==> config.mk <==
export PLATFORM = sky130hd
export DESIGN_NAME = dmi_reg_responder
export DESIGN_NICKNAME = d
export VERILOG_FILES = /design/src/rtl/dmi_reg_responder_pkg.sv /design/src/rtl/dmi_reg_responder.sv
export SDC_FILE = /design/constraint.sdc
export NUM_CORES = 1
export LEC_CHECK = 0
export BUFFER_PORTS_ARGS = -buffer_cell sky130_fd_sc_hd__buf_2
export CAP_MARGIN = 20
export CORE_MARGIN = 2
export CORE_UTILIZATION = 25
export DETAILED_ROUTE_END_ITERATION = 10
export SETUP_SLACK_MARGIN = 0.3
export SKIP_CTS_REPAIR_TIMING = 1
export SLEW_MARGIN = 20
export SYNTH_ARGS = -nofsm -noshare
export SYNTH_HDL_FRONTEND = slang
export SYNTH_SLANG_ARGS = --single-unit
==> constraint.sdc <==
create_clock -name clk_i -period 7.3 [get_ports clk_i]
set_input_delay 0.73 -clock clk_i [delete_from_list [all_inputs] [get_ports clk_i]]
set_output_delay 0.73 -clock clk_i [all_outputs]
set_load 0.01 [all_outputs]
==> src/rtl/dmi_reg_responder_pkg.sv <==
// Shared DMI types for the core-side DMI register responder.
//   dtm_op_e    : DMI operation code (NOP/READ/WRITE; 2'h3 is reserved)
//   dmi_req_t   : {addr[6:0], op[1:0], data[31:0]}, 41 bits
//   dmi_resp_t  : {data[31:0], resp[1:0]}, 34 bits
//   DMI_RESP_*  : response codes carried in dmi_resp_t.resp
//   in_window() : 8-bit wide, non-wrapping address window test
package dmi_reg_responder_pkg;

  typedef enum logic [1:0] {
    DTM_NOP   = 2'h0,
    DTM_READ  = 2'h1,
    DTM_WRITE = 2'h2
  } dtm_op_e;

  typedef struct packed {
    logic [6:0]  addr;
    dtm_op_e     op;
    logic [31:0] data;
  } dmi_req_t;

  typedef struct packed {
    logic [31:0] data;
    logic [1:0]  resp;
  } dmi_resp_t;

  localparam logic [1:0] DMI_RESP_OK     = 2'h0;
  localparam logic [1:0] DMI_RESP_FAILED = 2'h2;
  localparam logic [1:0] DMI_RESP_BUSY   = 2'h3;

  // Widened to 8 bits so that base + size up to 128 can never wrap.
  function automatic logic in_window(input logic [6:0] addr,
                                     input logic [7:0] base,
                                     input logic [7:0] size);
    logic [7:0] a;
    a = {1'b0, addr};
    return (a >= base) && ((a - base) < size);
  endfunction

endpackage

==> src/rtl/dmi_reg_responder.sv <==
// Core-side DMI target. Accepts one dmi_req_t at a time, turns READ/WRITE
// inside the address window into a single req/gnt/rvalid register-bus
// access and returns a dmi_resp_t. NOP is answered OK at once; reserved ops
// and out-of-window addresses are answered FAILED at once. A bus access that
// exceeds TimeoutCycles is aborted and answered FAILED.
// Ports:
//   clk_i, rst_i                      clock, synchronous active-high reset
//   dmi_req_i/_valid_i/_ready_o       request channel (valid/ready)
//   dmi_resp_o/_valid_o/_ready_i      response channel, held until ready
//   bus_req_o/we_o/addr_o/wdata_o     register-bus request, held until gnt
//   bus_gnt_i/rvalid_i/rdata_i/err_i  register-bus grant and completion
//   busy_o                            high while a transaction is open
//   err_cnt_o                         saturating count of FAILED responses
// All outputs come straight from flops.
module dmi_reg_responder
  import dmi_reg_responder_pkg::*;
#(
  parameter logic [6:0]  WinBase       = 7'h04,
  parameter int unsigned WinSize       = 64,
  parameter int unsigned TimeoutCycles = 255
) (
  input  logic        clk_i,
  input  logic        rst_i,
  input  dmi_req_t    dmi_req_i,
  input  logic        dmi_req_valid_i,
  output logic        dmi_req_ready_o,
  output dmi_resp_t   dmi_resp_o,
  output logic        dmi_resp_valid_o,
  input  logic        dmi_resp_ready_i,
  output logic        bus_req_o,
  output logic        bus_we_o,
  output logic [6:0]  bus_addr_o,
  output logic [31:0] bus_wdata_o,
  input  logic        bus_gnt_i,
  input  logic        bus_rvalid_i,
  input  logic [31:0] bus_rdata_i,
  input  logic        bus_err_i,
  output logic        busy_o,
  output logic [7:0]  err_cnt_o
);

  localparam logic [7:0]  WinBaseW  = {1'b0, WinBase};
  localparam logic [7:0]  WinSizeW  = 8'(WinSize);
  localparam logic [15:0] TimeoutW  = 16'(TimeoutCycles);
  localparam dmi_resp_t   RespFail  = '{data: 32'h0, resp: DMI_RESP_FAILED};
  localparam dmi_resp_t   RespOkNil = '{data: 32'h0, resp: DMI_RESP_OK};

  typedef enum logic [1:0] {
    ST_IDLE     = 2'd0,
    ST_BUS_REQ  = 2'd1,
    ST_BUS_WAIT = 2'd2,
    ST_RESP     = 2'd3
  } state_e;

  state_e      state_q, state_d;
  dmi_req_t    req_q, req_d;
  dmi_resp_t   resp_q, resp_d;
  logic [15:0] tmo_q, tmo_d;
  logic [7:0]  err_cnt_q, err_cnt_d;
  logic        ready_q, ready_d;
  logic        resp_valid_q, resp_valid_d;
  logic        bus_req_q, bus_req_d;
  logic        bus_we_q, bus_we_d;
  logic        busy_q, busy_d;
  logic [15:0] tmo_inc;
  logic        tmo_hit;

  // Next-state, latched request/response, timeout and error counters.
  always_comb begin
    state_d   = state_q;
    req_d     = req_q;
    resp_d    = resp_q;
    tmo_d     = tmo_q;
    err_cnt_d = err_cnt_q;
    tmo_inc   = tmo_q + 16'd1;
    // tmo_q counts completed bus cycles, so the hit fires in the last allowed cycle.
    tmo_hit   = (tmo_inc == TimeoutW);

    unique case (state_q)
      ST_IDLE: begin
        if (dmi_req_valid_i) begin
          req_d  = dmi_req_i;
          tmo_d  = 16'd0;
          resp_d = RespOkNil;
          unique case (dmi_req_i.op)
            DTM_NOP: begin
              state_d = ST_RESP;
            end
            DTM_READ, DTM_WRITE: begin
              if (in_window(dmi_req_i.addr, WinBaseW, WinSizeW)) begin
                state_d = ST_BUS_REQ;
              end else begin
                resp_d  = RespFail;
                state_d = ST_RESP;
              end
            end
            default: begin
              resp_d  = RespFail;
              state_d = ST_RESP;
            end
          endcase
        end else begin
          state_d = ST_IDLE;
        end
      end
      ST_BUS_REQ: begin
        tmo_d = tmo_inc;
        // Abort beats a grant arriving in the very last allowed cycle.
        if (tmo_hit) begin
          resp_d  = RespFail;
          state_d = ST_RESP;
        end else if (bus_gnt_i) begin
          state_d = ST_BUS_WAIT;
        end else begin
          state_d = ST_BUS_REQ;
        end
      end
      ST_BUS_WAIT: begin
        tmo_d = tmo_inc;
        // Completion beats timeout when both land in the same cycle.
        if (bus_rvalid_i) begin
          if (bus_err_i) begin
            resp_d = RespFail;
          end else if (req_q.op == DTM_READ) begin
            resp_d = '{data: bus_rdata_i, resp: DMI_RESP_OK};
          end else begin
            resp_d = RespOkNil;
          end
          state_d = ST_RESP;
        end else if (tmo_hit) begin
          resp_d  = RespFail;
          state_d = ST_RESP;
        end else begin
          state_d = ST_BUS_WAIT;
        end
      end
      ST_RESP: begin
        if (dmi_resp_ready_i) begin
          state_d = ST_IDLE;
          if ((resp_q.resp == DMI_RESP_FAILED) && (err_cnt_q != 8'hFF)) begin
            err_cnt_d = err_cnt_q + 8'd1;
          end else begin
            err_cnt_d = err_cnt_q;
          end
        end else begin
          state_d = ST_RESP;
        end
      end
      default: begin
        state_d = ST_IDLE;
      end
    endcase

    // Outputs are registered from the next state so they line up with it.
    ready_d      = (state_d == ST_IDLE);
    busy_d       = (state_d != ST_IDLE);
    bus_req_d    = (state_d == ST_BUS_REQ);
    resp_valid_d = (state_d == ST_RESP);
    bus_we_d     = (req_d.op == DTM_WRITE);
  end

  // State and output registers with synchronous reset.
  always_ff @(posedge clk_i) begin
    if (rst_i) begin
      state_q      <= ST_IDLE;
      req_q        <= '0;
      resp_q       <= '0;
      tmo_q        <= 16'd0;
      err_cnt_q    <= 8'd0;
      ready_q      <= 1'b1;
      resp_valid_q <= 1'b0;
      bus_req_q    <= 1'b0;
      bus_we_q     <= 1'b0;
      busy_q       <= 1'b0;
    end else begin
      state_q      <= state_d;
      req_q        <= req_d;
      resp_q       <= resp_d;
      tmo_q        <= tmo_d;
      err_cnt_q    <= err_cnt_d;
      ready_q      <= ready_d;
      resp_valid_q <= resp_valid_d;
      bus_req_q    <= bus_req_d;
      bus_we_q     <= bus_we_d;
      busy_q       <= busy_d;
    end
  end

  assign dmi_req_ready_o  = ready_q;
  assign dmi_resp_o       = resp_q;
  assign dmi_resp_valid_o = resp_valid_q;
  assign bus_req_o        = bus_req_q;
  assign bus_we_o         = bus_we_q;
  assign bus_addr_o       = req_q.addr;
  assign bus_wdata_o      = req_q.data;
  assign busy_o           = busy_q;
  assign err_cnt_o        = err_cnt_q;

endmodule

==> results.sh <==
export IMPL_status="complete, no violations"
export IMPL_post_dp_hpwl_mm=8.30
export IMPL_synthCells=529
export IMPL_cts_root_buffer="clkbuf_16"
export IMPL_die_h_um=140
export IMPL_ys_types=54
export IMPL_fin_ws_ps=4590
export IMPL_final_seq_area_sq_mm=0.00212
export IMPL_r2r_start="tmo_q[2]"
export IMPL_synthTopCellsByCount="dfxtp_1 (106), nand2_1 (101), a21oi_1 (56)"
export IMPL_drv_slew=0
export IMPL_totalWireLength_mm=11.7
export IMPL_grt_pass1_wl_mm=18.4
export IMPL_cp_start_kind="flop"
export IMPL_ff2ff_setup_slack_ps=4590
export IMPL_yosysMostFrequentCell="dfxtp_1"
export IMPL_r2r_end="dmi_resp_o[8]"
export IMPL_netlist_top_cells_area="dfxtp_1 (46%), nand2_1 (8.2%), buf_4 (6.4%), a21oi_1 (6.1%), a22o_1 (6.1%)"
export IMPL_die_area_sq_mm=0.0195
export IMPL_drtIter0Drc=161
export IMPL_crit_path_end_kind="flop"
export IMPL_hold_path_class="flop to flop"
export IMPL_multi_input_area_sq_mm=0.00199
export IMPL_drcViolationCount=0
export IMPL_cts_buffers=9
export IMPL_drv_cap=0
export IMPL_clk_pin_slew_ps=70
export IMPL_vias=3937
export IMPL_insertion_delay_ps=350
export IMPL_peakVddDrop_mv=0.164
export IMPL_rsz0062_at_grt="no"
export IMPL_tns_ps=0
export IMPL_synth_top_cell_by_area="dfxtp_1"
export IMPL_fill_cells=1901
export IMPL_yosysTopAreaCellShare_pct=46.1
export IMPL_vias_per_cell=4.52
export IMPL_final_util_pct=31.1
export IMPL_cp_required_ps=7590
export IMPL_ys_seq_area_share_pct=46.1
export IMPL_core_area_sq_mm=0.0180
export IMPL_p_per_area_mw_per_mm2=292
export IMPL_dr_pass1_iters=4
export IMPL_io_pins=166
export IMPL_fin_skew_ps=5.71
export IMPL_cts_sinks=106
export IMPL_ys_flop_type="dfxtp_1"
export IMPL_ys_ff_latch=106
export IMPL_period_needed_ps=2710
export IMPL_fin_nets=727
export IMPL_crit_start="tmo_q[2]"
export IMPL_antenna_found_initial=0
export IMPL_setup_viol=0
export IMPL_arrival_ps=3000
export IMPL_grt_max_degree=72
export IMPL_syn_area_sq_mm=0.00460
export IMPL_place_ws_ps=4640
export IMPL_areaGrowthSynthToFinish_pct=21.7
export IMPL_wl_per_cell_um=13.5
export IMPL_synth_edf_count=0
export IMPL_die_w_um=140
export IMPL_fin_crit_sh_pct=37.1
export IMPL_syn_nets=618
export IMPL_path_class="flop to flop"
export IMPL_grt_usage_pct=11.6
export IMPL_grt_overflow_total=0
export IMPL_cts_tree="yes"
export IMPL_final_hold_violation_count=0
export IMPL_reg2reg_depth=7
export IMPL_synthArstFlopShare_pct=0
export IMPL_antenna_left=0
export IMPL_antenna_cells=0
export IMPL_cp_max_fo=33
export IMPL_yosys_warnings=0
export IMPL_tightest_slew_ps=952
export IMPL_timing_fmax_mhz=369
export IMPL_core_rowCount=49
export IMPL_grt_pass1_vias=3466
export IMPL_cp_endpoint="dmi_resp_o[8]"
export IMPL_port_buffers=165
export IMPL_slew_headroom_pct=36.3
export IMPL_p_leak_nw=2.49
export IMPL_clockBufferDepth=2
export IMPL_avgSynthCellArea_sq_um=8.70
export IMPL_routabilityCongestion=0.816
export IMPL_htree_num_levels=3
export IMPL_start_util_pct=25.5
export IMPL_drive_above_1_share_pct=30.7
routing by layer:
metal  up-vias  track usage [%]  wire length [um]
met4         0             3.47               147
met1      1782             16.2              5560
li1       2005                -                 -
met5         -                0                 0
met3        10             3.54               878
met2       140             17.2              5130
flip-flops by register name, indices dropped and copies added, names as in the netlist:
| name | count |
|---|---|
| bus_addr_o | 7 |
| bus_req_o | 1 |
| bus_wdata_o | 32 |
| bus_we_o | 1 |
| busy_o | 1 |
| dmi_req_ready_o | 1 |
| dmi_resp_o | 34 |
| dmi_resp_valid_o | 1 |
| err_cnt_o | 8 |
| req_q | 2 |
| state_q | 2 |
| tmo_q | 16 |
worst min path at each step:
stage	start	end	cells past startpoint
6_report	bus_wdata_o[12]	bus_wdata_o[12]	2
5_1_grt	bus_wdata_o[17]	bus_wdata_o[17]	2
4_1_cts	bus_wdata_o[17]	bus_wdata_o[17]	2
3_5_place_dp	bus_wdata_o[17]	bus_wdata_o[17]	2
3_3_place_gp	bus_wdata_o[23]	bus_wdata_o[23]	2
2_1_floorplan	bus_addr_o[0]	bus_addr_o[0]	2
logic make-up after synthesis:
kind of cell	share of synthesized area (%)
compound gates	20.7
buf+inv	10.7
simple gates	17.9
flops	46.1
mux	0.435
fa+ha+maj	2.45
xor+xnor	1.71
cell type report:
cell class	instances	share of cell area (%)
inverters	14	0.938
clock inverters	4	0.916
well taps	229	5.11
flip-flops and latches	106	37.9
multi-input cells	338	35.6
repair buffers	169	15.3
clock buffers	11	4.33
cells in the final DEF, fill, tap and decap left out, types with 3 or more instances in the layout:
cell type and instances:
o21ai_0 11, and2_1 5, and3_1 6, buf_2 165
nand2_1 101, a211oi_1 3, inv_1 14, nor2_1 36
dfxtp_1 106, buf_4 4, a22o_1 32, a311oi_1 10
nand2b_1 3, nand4_1 5, a21oi_1 56, clkbuf_16 9
nor3_1 4, xnor2_1 3, a31oi_1 4, nand3_1 4
ha_1 9, xor2_1 6
critical path, stage by stage (launching register included):
cell and delay, ps:
dfxtp_1 510, and4_1 390, nand2_2 150, and3_1 230, o221ai_2 260, o21ai_2 120
a21oi_4 710, a22o_1 260
power by group:
group,switching (mW),leakage (nW),internal (mW),total [mW]
Combinational,0.306,1.49,0.159,0.465
Clock,0.215,0.142,0.274,0.489
Sequential,0.0353,0.862,0.644,0.679
stage by stage:
step                      total power, mW  hold slack [ps]  area (sq um)  cells
final                                1.63              453          5600    871
after global routing                 1.74              467          5600    871
after CTS                            1.66              454          5600    871
after detailed placement             1.16              444          5310    856
after global placement               1.16              439          5310    856
after floorplan                      1.06              437          4600    529
(Power assumes the default switching activity.)
